$ cat config.mk
export PLATFORM = sky130hd
export DESIGN_NAME = switch_debounce_flat
export DESIGN_NICKNAME = d
export VERILOG_FILES = /design/src/rtl/switch_debounce_pkg.sv /design/src/rtl/switch_debounce_if.sv /design/src/rtl/switch_debounce_bit.sv /design/src/rtl/switch_debounce.sv /design/src/flat_wrapper.sv
export SDC_FILE = /design/constraint.sdc
export NUM_CORES = 1
export LEC_CHECK = 0
export ABC_AREA = 1
export CAP_MARGIN = 15
export CORE_MARGIN = 2
export CORE_UTILIZATION = 50
export CTS_CLUSTER_DIAMETER = 50
export DETAILED_ROUTE_END_ITERATION = 6
export PLACE_DENSITY = 0.77
export SKIP_LAST_GASP = 1
export SLEW_MARGIN = 5
export SYNTH_ARGS = -nofsm -noshare
export SYNTH_HDL_FRONTEND = slang
export SYNTH_SLANG_ARGS = --single-unit
$ cat constraint.sdc
create_clock -name clk -period 5.4 [get_ports clk]
set_clock_uncertainty 0.15 [all_clocks]
set_input_delay 1.08 -clock clk [delete_from_list [all_inputs] [get_ports clk]]
set_output_delay 1.08 -clock clk [all_outputs]
set_load 0.05 [all_outputs]
$ cat src/rtl/switch_debounce_pkg.sv
// switch_pkg: shared constants and sizing helper for the switch debounce front end
package switch_pkg;
  localparam int N_SW = 16;
  localparam int DEFAULT_SYNC_STAGES = 2;
  localparam int DEFAULT_TICK_DIV = 100000;
  localparam int DEFAULT_STABLE_TICKS = 10;
  function automatic int cnt_width(input int stable_ticks);
    return $clog2(stable_ticks + 1);
  endfunction
endpackage

$ cat src/rtl/switch_debounce_if.sv
// switch_debounce_if: raw switch inputs and conditioned outputs of the debounce stage
interface switch_debounce_if import switch_pkg::*; #(
  parameter int N = N_SW
);
  logic [N-1:0] SW;
  logic [N-1:0] SW_DB;
  logic [N-1:0] SW_CHG;
  logic TICK;
  modport master(output SW, input SW_DB, SW_CHG, TICK);
  modport slave(input SW, output SW_DB, SW_CHG, TICK);
endinterface

$ cat src/rtl/switch_debounce_bit.sv
// debounce_bit: synchroniser, stability counter and registered state/strobe for one switch
module debounce_bit import switch_pkg::*; #(
  parameter int SYNC_STAGES = DEFAULT_SYNC_STAGES,
  parameter int STABLE_TICKS = DEFAULT_STABLE_TICKS
) (
  input  logic clk,
  input  logic rst,
  input  logic raw,
  input  logic tick,
  output logic db,
  output logic chg
);
  localparam int CW = cnt_width(STABLE_TICKS);
  localparam logic [CW-1:0] LAST = CW'(STABLE_TICKS - 1);
  logic [SYNC_STAGES-1:0] sync_q;
  logic [CW-1:0] cnt;
  logic sync;
  assign sync = sync_q[SYNC_STAGES-1];
  // plain flop chain into the clk domain
  always_ff @(posedge clk or posedge rst)
    if (rst) sync_q <= '0;
    else sync_q <= {sync_q[SYNC_STAGES-2:0], raw};
  // count ticks of disagreement; any agreement restarts the window
  always_ff @(posedge clk or posedge rst)
    if (rst) begin
      cnt <= '0;
      db  <= 1'b0;
      chg <= 1'b0;
    end else begin
      chg <= 1'b0;
      if (sync == db) cnt <= '0;
      else if (tick && cnt == LAST) begin
        db  <= sync;
        cnt <= '0;
        chg <= 1'b1;
      end else if (tick) cnt <= cnt + 1'b1;
    end
endmodule

$ cat src/rtl/switch_debounce.sv
// switch_debounce: shared tick prescaler feeding N independent switch debouncers
module switch_debounce import switch_pkg::*; #(
  parameter int N = N_SW,
  parameter int SYNC_STAGES = DEFAULT_SYNC_STAGES,
  parameter int TICK_DIV = DEFAULT_TICK_DIV,
  parameter int STABLE_TICKS = DEFAULT_STABLE_TICKS
) (
  input logic clk,
  input logic rst,
  switch_debounce_if.slave bus
);
  localparam int PW = $clog2(TICK_DIV);
  localparam logic [PW-1:0] LAST = PW'(TICK_DIV - 1);
  logic [PW-1:0] pre;
  logic tick;
  logic [N-1:0] db, chg;
  assign tick = pre == LAST;
  assign bus.TICK = tick;
  assign bus.SW_DB = db;
  assign bus.SW_CHG = chg;
  // free-running prescaler, wraps at TICK_DIV-1
  always_ff @(posedge clk or posedge rst)
    if (rst) pre <= '0;
    else pre <= tick ? '0 : pre + 1'b1;
  for (genvar i = 0; i < N; i++) begin : g_bit
    debounce_bit #(.SYNC_STAGES(SYNC_STAGES), .STABLE_TICKS(STABLE_TICKS)) u_bit (
      .clk(clk),
      .rst(rst),
      .raw(bus.SW[i]),
      .tick(tick),
      .db(db[i]),
      .chg(chg[i])
    );
  end
endmodule
$ cat src/flat_wrapper.sv
// flat-port wrapper written by rule: the top's interface ports become plain ports
module switch_debounce_flat import switch_pkg::*;
#(
  parameter int N = N_SW,
  parameter int SYNC_STAGES = DEFAULT_SYNC_STAGES,
  parameter int TICK_DIV = DEFAULT_TICK_DIV,
  parameter int STABLE_TICKS = DEFAULT_STABLE_TICKS
)
  (clk, rst, bus_SW, bus_SW_DB, bus_SW_CHG, bus_TICK);
  switch_debounce_if #(.N(N)) bus_i ();
  input logic clk;
  input logic rst;
  input wire logic [$bits(bus_i.SW)-1:0] bus_SW;
  output wire logic [$bits(bus_i.SW_DB)-1:0] bus_SW_DB;
  output wire logic [$bits(bus_i.SW_CHG)-1:0] bus_SW_CHG;
  output wire logic [$bits(bus_i.TICK)-1:0] bus_TICK;
  assign bus_i.SW = bus_SW;
  assign bus_SW_DB = bus_i.SW_DB;
  assign bus_SW_CHG = bus_i.SW_CHG;
  assign bus_TICK = bus_i.TICK;
  switch_debounce #(.N(N), .SYNC_STAGES(SYNC_STAGES), .TICK_DIV(TICK_DIV), .STABLE_TICKS(STABLE_TICKS)) u_core (.clk(clk), .rst(rst), .bus(bus_i));
endmodule
Word-level counts from Yosys, hierarchy flattened
Cells that the tools add are included.
{"block": "totals", "reg_bits": 145, "latchBits": 0, "ramBits": 0, "mem_bits_ro": 0, "wordCells": 260, "mem_count": 0}
{"block": "op_classes", "add_sub_neg": 17, "n_mul": 0, "n_div": 0, "n_lt_le_gt_ge": 0, "eq_ne": 33, "shift": 0, "muxes": 81, "n_bitwise": 16, "n_reduce_logical": 48}
{"op": "two-way mux 4 bit", "count": 48}
{"op": "adder 4 x 1 -> 4 bit (second input constant)", "count": 16}
{"op": "== test 4 bit (second input constant)", "count": 16}
{"op": "nonzero test 3 bit", "count": 16}
{"op": "two-way mux 1 bit", "count": 32}
{"op": "AND reduction 2 bit", "count": 16}
{"op": "adder 17 x 1 -> 17 bit (second input constant)", "count": 1}
{"op": "== test 17 bit (second input constant)", "count": 1}
{"op": "two-way mux 17 bit", "count": 1}
{"op": "== test 1 bit", "count": 16}
{"op": "logical AND 1 bit", "count": 16}
{"op": "inverter 1 bit", "count": 16}

Depth between registers and ports, before layout
{"block": "depth", "ltp_word": 4, "depth_mapped": 10, "ltp_nobuf": 9}

Cells and area by module
From an unflattened synthesis, not the netlist that was laid out.
{"block": "hier_totals", "cells_unflattened": 880, "area_unflattened_um2": 7268.2}
{"module": "debounce_bit (u_core.g_bit[0].u_bit ...)", "n_inst": 15, "cells_per_inst": 46, "area_per_inst_um2": 394.1}
{"module": "switch_debounce", "n_inst": 1, "cells_per_inst": 144, "area_per_inst_um2": 977.2}
{"module": "debounce_bit (u_core.g_bit[8].u_bit)", "n_inst": 1, "cells_per_inst": 46, "area_per_inst_um2": 379.1}

Worst setup path after synthesis
OpenSTA, ideal clock, no wires.
{"block": "synth_path", "path_type": "flip-flop to output port", "from": "register u_core.pre[0]", "to": "output bus_TICK", "arrival_time_ns": 1.302, "t_required_ns": 4.170, "slack_ns": 2.868, "stages_incl_launch_ff": 7, "n_path_buf": 1, "cell_sequence": "dfrtp_1 ha_1 nand3_2 inv_1 nand3_2 nor2_8 buf_4"}
{"block": "synth_via", "elab_chain_cells": 1}
{"item": "from (decl)", "line": "switch_debounce.sv:14", "source": "logic [PW-1:0] pre;"}
{"item": "from (signal assigned)", "line": "switch_debounce.sv:24", "source": "else pre <= tick ? '0 : pre + 1'b1;"}
{"item": "== test 17 bit", "line": "switch_debounce.sv:17", "source": "assign tick = pre == LAST;"}
{"item": "to (decl)", "line": "flat_wrapper.sv:16", "source": "output wire logic [$bits(bus_i.TICK)-1:0] bus_TICK;"}
No other way between the ends.

Worst setup path after layout
Same ends and word-level chain as after synthesis.

==> reports/qor.txt <==
CP Max Fanout: 26
slowest stage cell, crit path: clkdlybuf4s50_1
core area: 0.01437 sq mm
max incr delay on CP: 0.91 ns
register clock-pin slew on the reported worst setup and hold paths: 0.06 ns
Seq/Total Area, Yosys: 49.84%
Worst Path Required: 4.17 ns
TNS Setup: 0 ns
antenna-violating nets left: 0
initial drt markers: 317
Area growth syn-to-layout: 14.23%
GRT overflow: 0
cts-stage hold buffer count: 0
FF+latch count, synth: 145
PostCTS Resize Cnt: 0
met1 Use GR: 23.70%
# IOs: 51
initial antenna violation count: 0
HPWL after DPL: 8457 microns
Antenna Cells: 0
flop2flop setup slack: 2.74 ns
met2 usage: 31.95%
power per cell area: 290.8 mW/mm^2
Sink Count: 145
Root Driver: clkbuf_16
final worst-path cycle share: 74.60%
M3 GR Usage: 4.983%
Total GRT Usage: 18.86%
maximum vdd drop: 0.1923 mV
Starting Density: 50.67%
via count: 5215
post-DR wirelength/cell: 13.16 microns
Critical Setup Path Class: reg -> out
mapped cell area: 0.007281 sq mm
busiest grt layer: met2
via density per instance: 5.113
drt drc: 0
Syn Nets: 850
first-pass GRT wire length: 23940 microns
cell mode on critical path: nand3_2
Clock Tree Buf Depth: 2
final WL: 13420 microns
largest net degree at the start of global routing: 96
Final setup viols: 0
first-pass detailed-route iteration total: 5
I/O Buffers: 50
worst hold-check path type: reg -> reg
syn avg cell area: 9.112 sq um
post-CTS setup buffer count: 0
CP Cell Sequence: ha_1 -> nand3_2 -> inv_1 -> nand3_2 -> nor2_8 -> clkdlybuf4s50_1
Max Freq: 248.2 MHz
die height: 124.7 microns
CP Launch Type: register
max_slew headroom: 30.43%
die area: 0.01554 sq mm
WHS Endpoint: u_core.g_bit[4].u_bit.sync_q[1]
Worst Hold Launch: u_core.g_bit[4].u_bit.sync_q[0]
Layout Nets: 874
reg2reg start: u_core.pre[0]
Fillers: 1198
Synth Instances: 799
cell depth of the worst hold path: 0
GPL Wtd Cong: 0.9175
width of the die: 124.7 microns
CP Data Arrival Time: 2.80 ns
FF-to-FF End: u_core.g_bit[9].u_bit.db
FP Rows: 44
vias in the first global route: 5214
H-tree level count: 4
# Max-Cap Violations: 0
worst-margin pin slew: 1.044 ns
clk_lat worst skew: 0.43 ns
worst hold margin: 0.1964 ns
Final Max Tran Viols: 0
CTS tree: yes
RSZ-0062 raised after global routing: false
distinct cell type count after synthesis: 29
CP Capture Type: output pin
worst path buffer plus inverter count: 2
status: finished clean
share of layout cells above drive strength 1: 8.254%
total CTS buffers: 17
Top Family by Delay on Critical Path: buffers and inverters
Pleak: 4.186 nW
fin crit period: 4.028 ns
Yosys warnings: 0
final hold vios: 0
FF-to-FF path depth: 6
[cells by family (layout without fill, tap and decap cells)]
family,count (synthesis),in the layout,synth area share (%)
AOI/OAI and AO/OA,57,57,4.726
xor gates and xnor gates,57,57,6.857
and+or+nand+nor,358,358,22.56
buffers and inverters,149,186,10.35
DFF,145,145,49.84
adders and majority gates,33,33,5.671
[report_power, final]
| part | internal [W] | switching (W) | total (W) | leakage, nW |
|---|---|---|---|---|
| sequential | 0.00110 | 0.00000570 | 0.00110 | 1.94 |
| combinational | 0.0000178 | 0.0000390 | 0.0000568 | 1.93 |
| clock | 0.000798 | 0.000459 | 0.00126 | 0.313 |
| total | 0.00191 | 0.000504 | 0.00242 | 4.19 |
[layout make-up]
cell class | count | area [sq um] | share of cell area [%]
inverter | 100 | 380.4 | 4.573
timing repair buffer | 54 | 530.5 | 6.379
clock inverter | 13 | 182.7 | 2.196
clock buffer | 19 | 452.9 | 5.446
multi-input combinational | 505 | 2912 | 35.01
tap | 184 | 230.2 | 2.768
sequential | 145 | 3628 | 43.63
[synthesized netlist by cell type]
| master | count | area, sq um |
|---|---|---|
| a21oi_1 | 10 | 50.05 |
| a21oi_2 | 5 | 43.79 |
| buf_12 | 1 | 20.02 |
| buf_2 | 4 | 20.02 |
| buf_4 | 34 | 255.2 |
| buf_6 | 6 | 67.56 |
| clkbuf_1 | 4 | 15.01 |
| dfrtp_1 | 145 | 3628 |
| ha_1 | 33 | 412.9 |
| inv_1 | 97 | 364.1 |
| inv_2 | 3 | 11.26 |
| nand2_1 | 143 | 536.8 |
| nand2_2 | 1 | 6.260 |
| nand2_4 | 5 | 56.30 |
| nand3_1 | 79 | 395.4 |
| nand3_2 | 2 | 20.02 |
| nand3b_1 | 1 | 7.510 |
| nand4_1 | 33 | 206.5 |
| nor2_1 | 67 | 251.5 |
| nor2_2 | 2 | 12.51 |
| nor2_8 | 1 | 20.02 |
| nor3_1 | 22 | 110.1 |
| nor3_2 | 2 | 20.02 |
| o211ai_1 | 1 | 7.510 |
| o21ai_0 | 20 | 100.1 |
| o21ai_1 | 11 | 55.05 |
| o21ai_2 | 10 | 87.58 |
| xnor2_1 | 18 | 157.7 |
| xor2_1 | 39 | 341.6 |
[stage by stage]
stage	area, sq um	std cells	setup WS, ns	power [W]	utilization, %
6_report	8317	1020	1.372	0.002418	57.88
2_1_floorplan	7281	799	0.2754	0.001158	-
3_3_place_gp	7681	988	1.871	0.001182	53.46
4_1_cts	8317	1020	1.337	0.002439	57.88
3_5_place_dp	7681	988	1.809	0.001183	53.46
5_1_grt	8317	1020	1.227	0.002503	57.88
[how the worst max path moves through the flow]
stage	from	end	slack [ns]	depth (start not counted)
6_report	u_core.pre[0]	bus_TICK	1.37	6
3_5_place_dp	u_core.pre[0]	bus_TICK	1.81	6
3_3_place_gp	u_core.pre[0]	bus_TICK	1.87	6
2_1_floorplan	rst	u_core.g_bit[0].u_bit.chg	0.28	1
4_1_cts	u_core.pre[0]	bus_TICK	1.34	6
5_1_grt	u_core.pre[0]	bus_TICK	1.23	6
[registers in the layout, summed over array words and instances, names as in the netlist]
register and cells:
u_core.g_bit.u_bit.chg 16, u_core.pre 17, u_core.g_bit.u_bit.sync_q 32, u_core.g_bit.u_bit.db 16, u_core.g_bit.u_bit.cnt 64
[per-layer routing]
layer  share of wire, %  routed length, microns  up-vias
li1                   -                       -     2582
met1                 45                    6032     2525
met2                 50                    6702       94
met3                3.9                     527       14
met4                1.2                     159        0
met5                  0                       0        -
[cell usage in the layout, fill, tap and decap left out, types with 3 or more instances in the layout]
cell             instances
o21ai_0                 20
clkinv_2                 4
nand2_1                143
nand4_1                 33
ha_1                    33
buf_4                    4
inv_2                    3
inv_6                    3
clkbuf_16               17
nor3_1                  22
a21oi_1                 10
inv_1                   96
xnor2_1                 18
clkdlybuf4s50_1         50
o21ai_2                 10
dfrtp_1                145
a21oi_2                  5
nand2_4                  5
bufinv_16                4
xor2_1                  39
o21ai_1                 11
nand3_1                 78
nor2_1                  67
(Power assumes the default switching activity.)
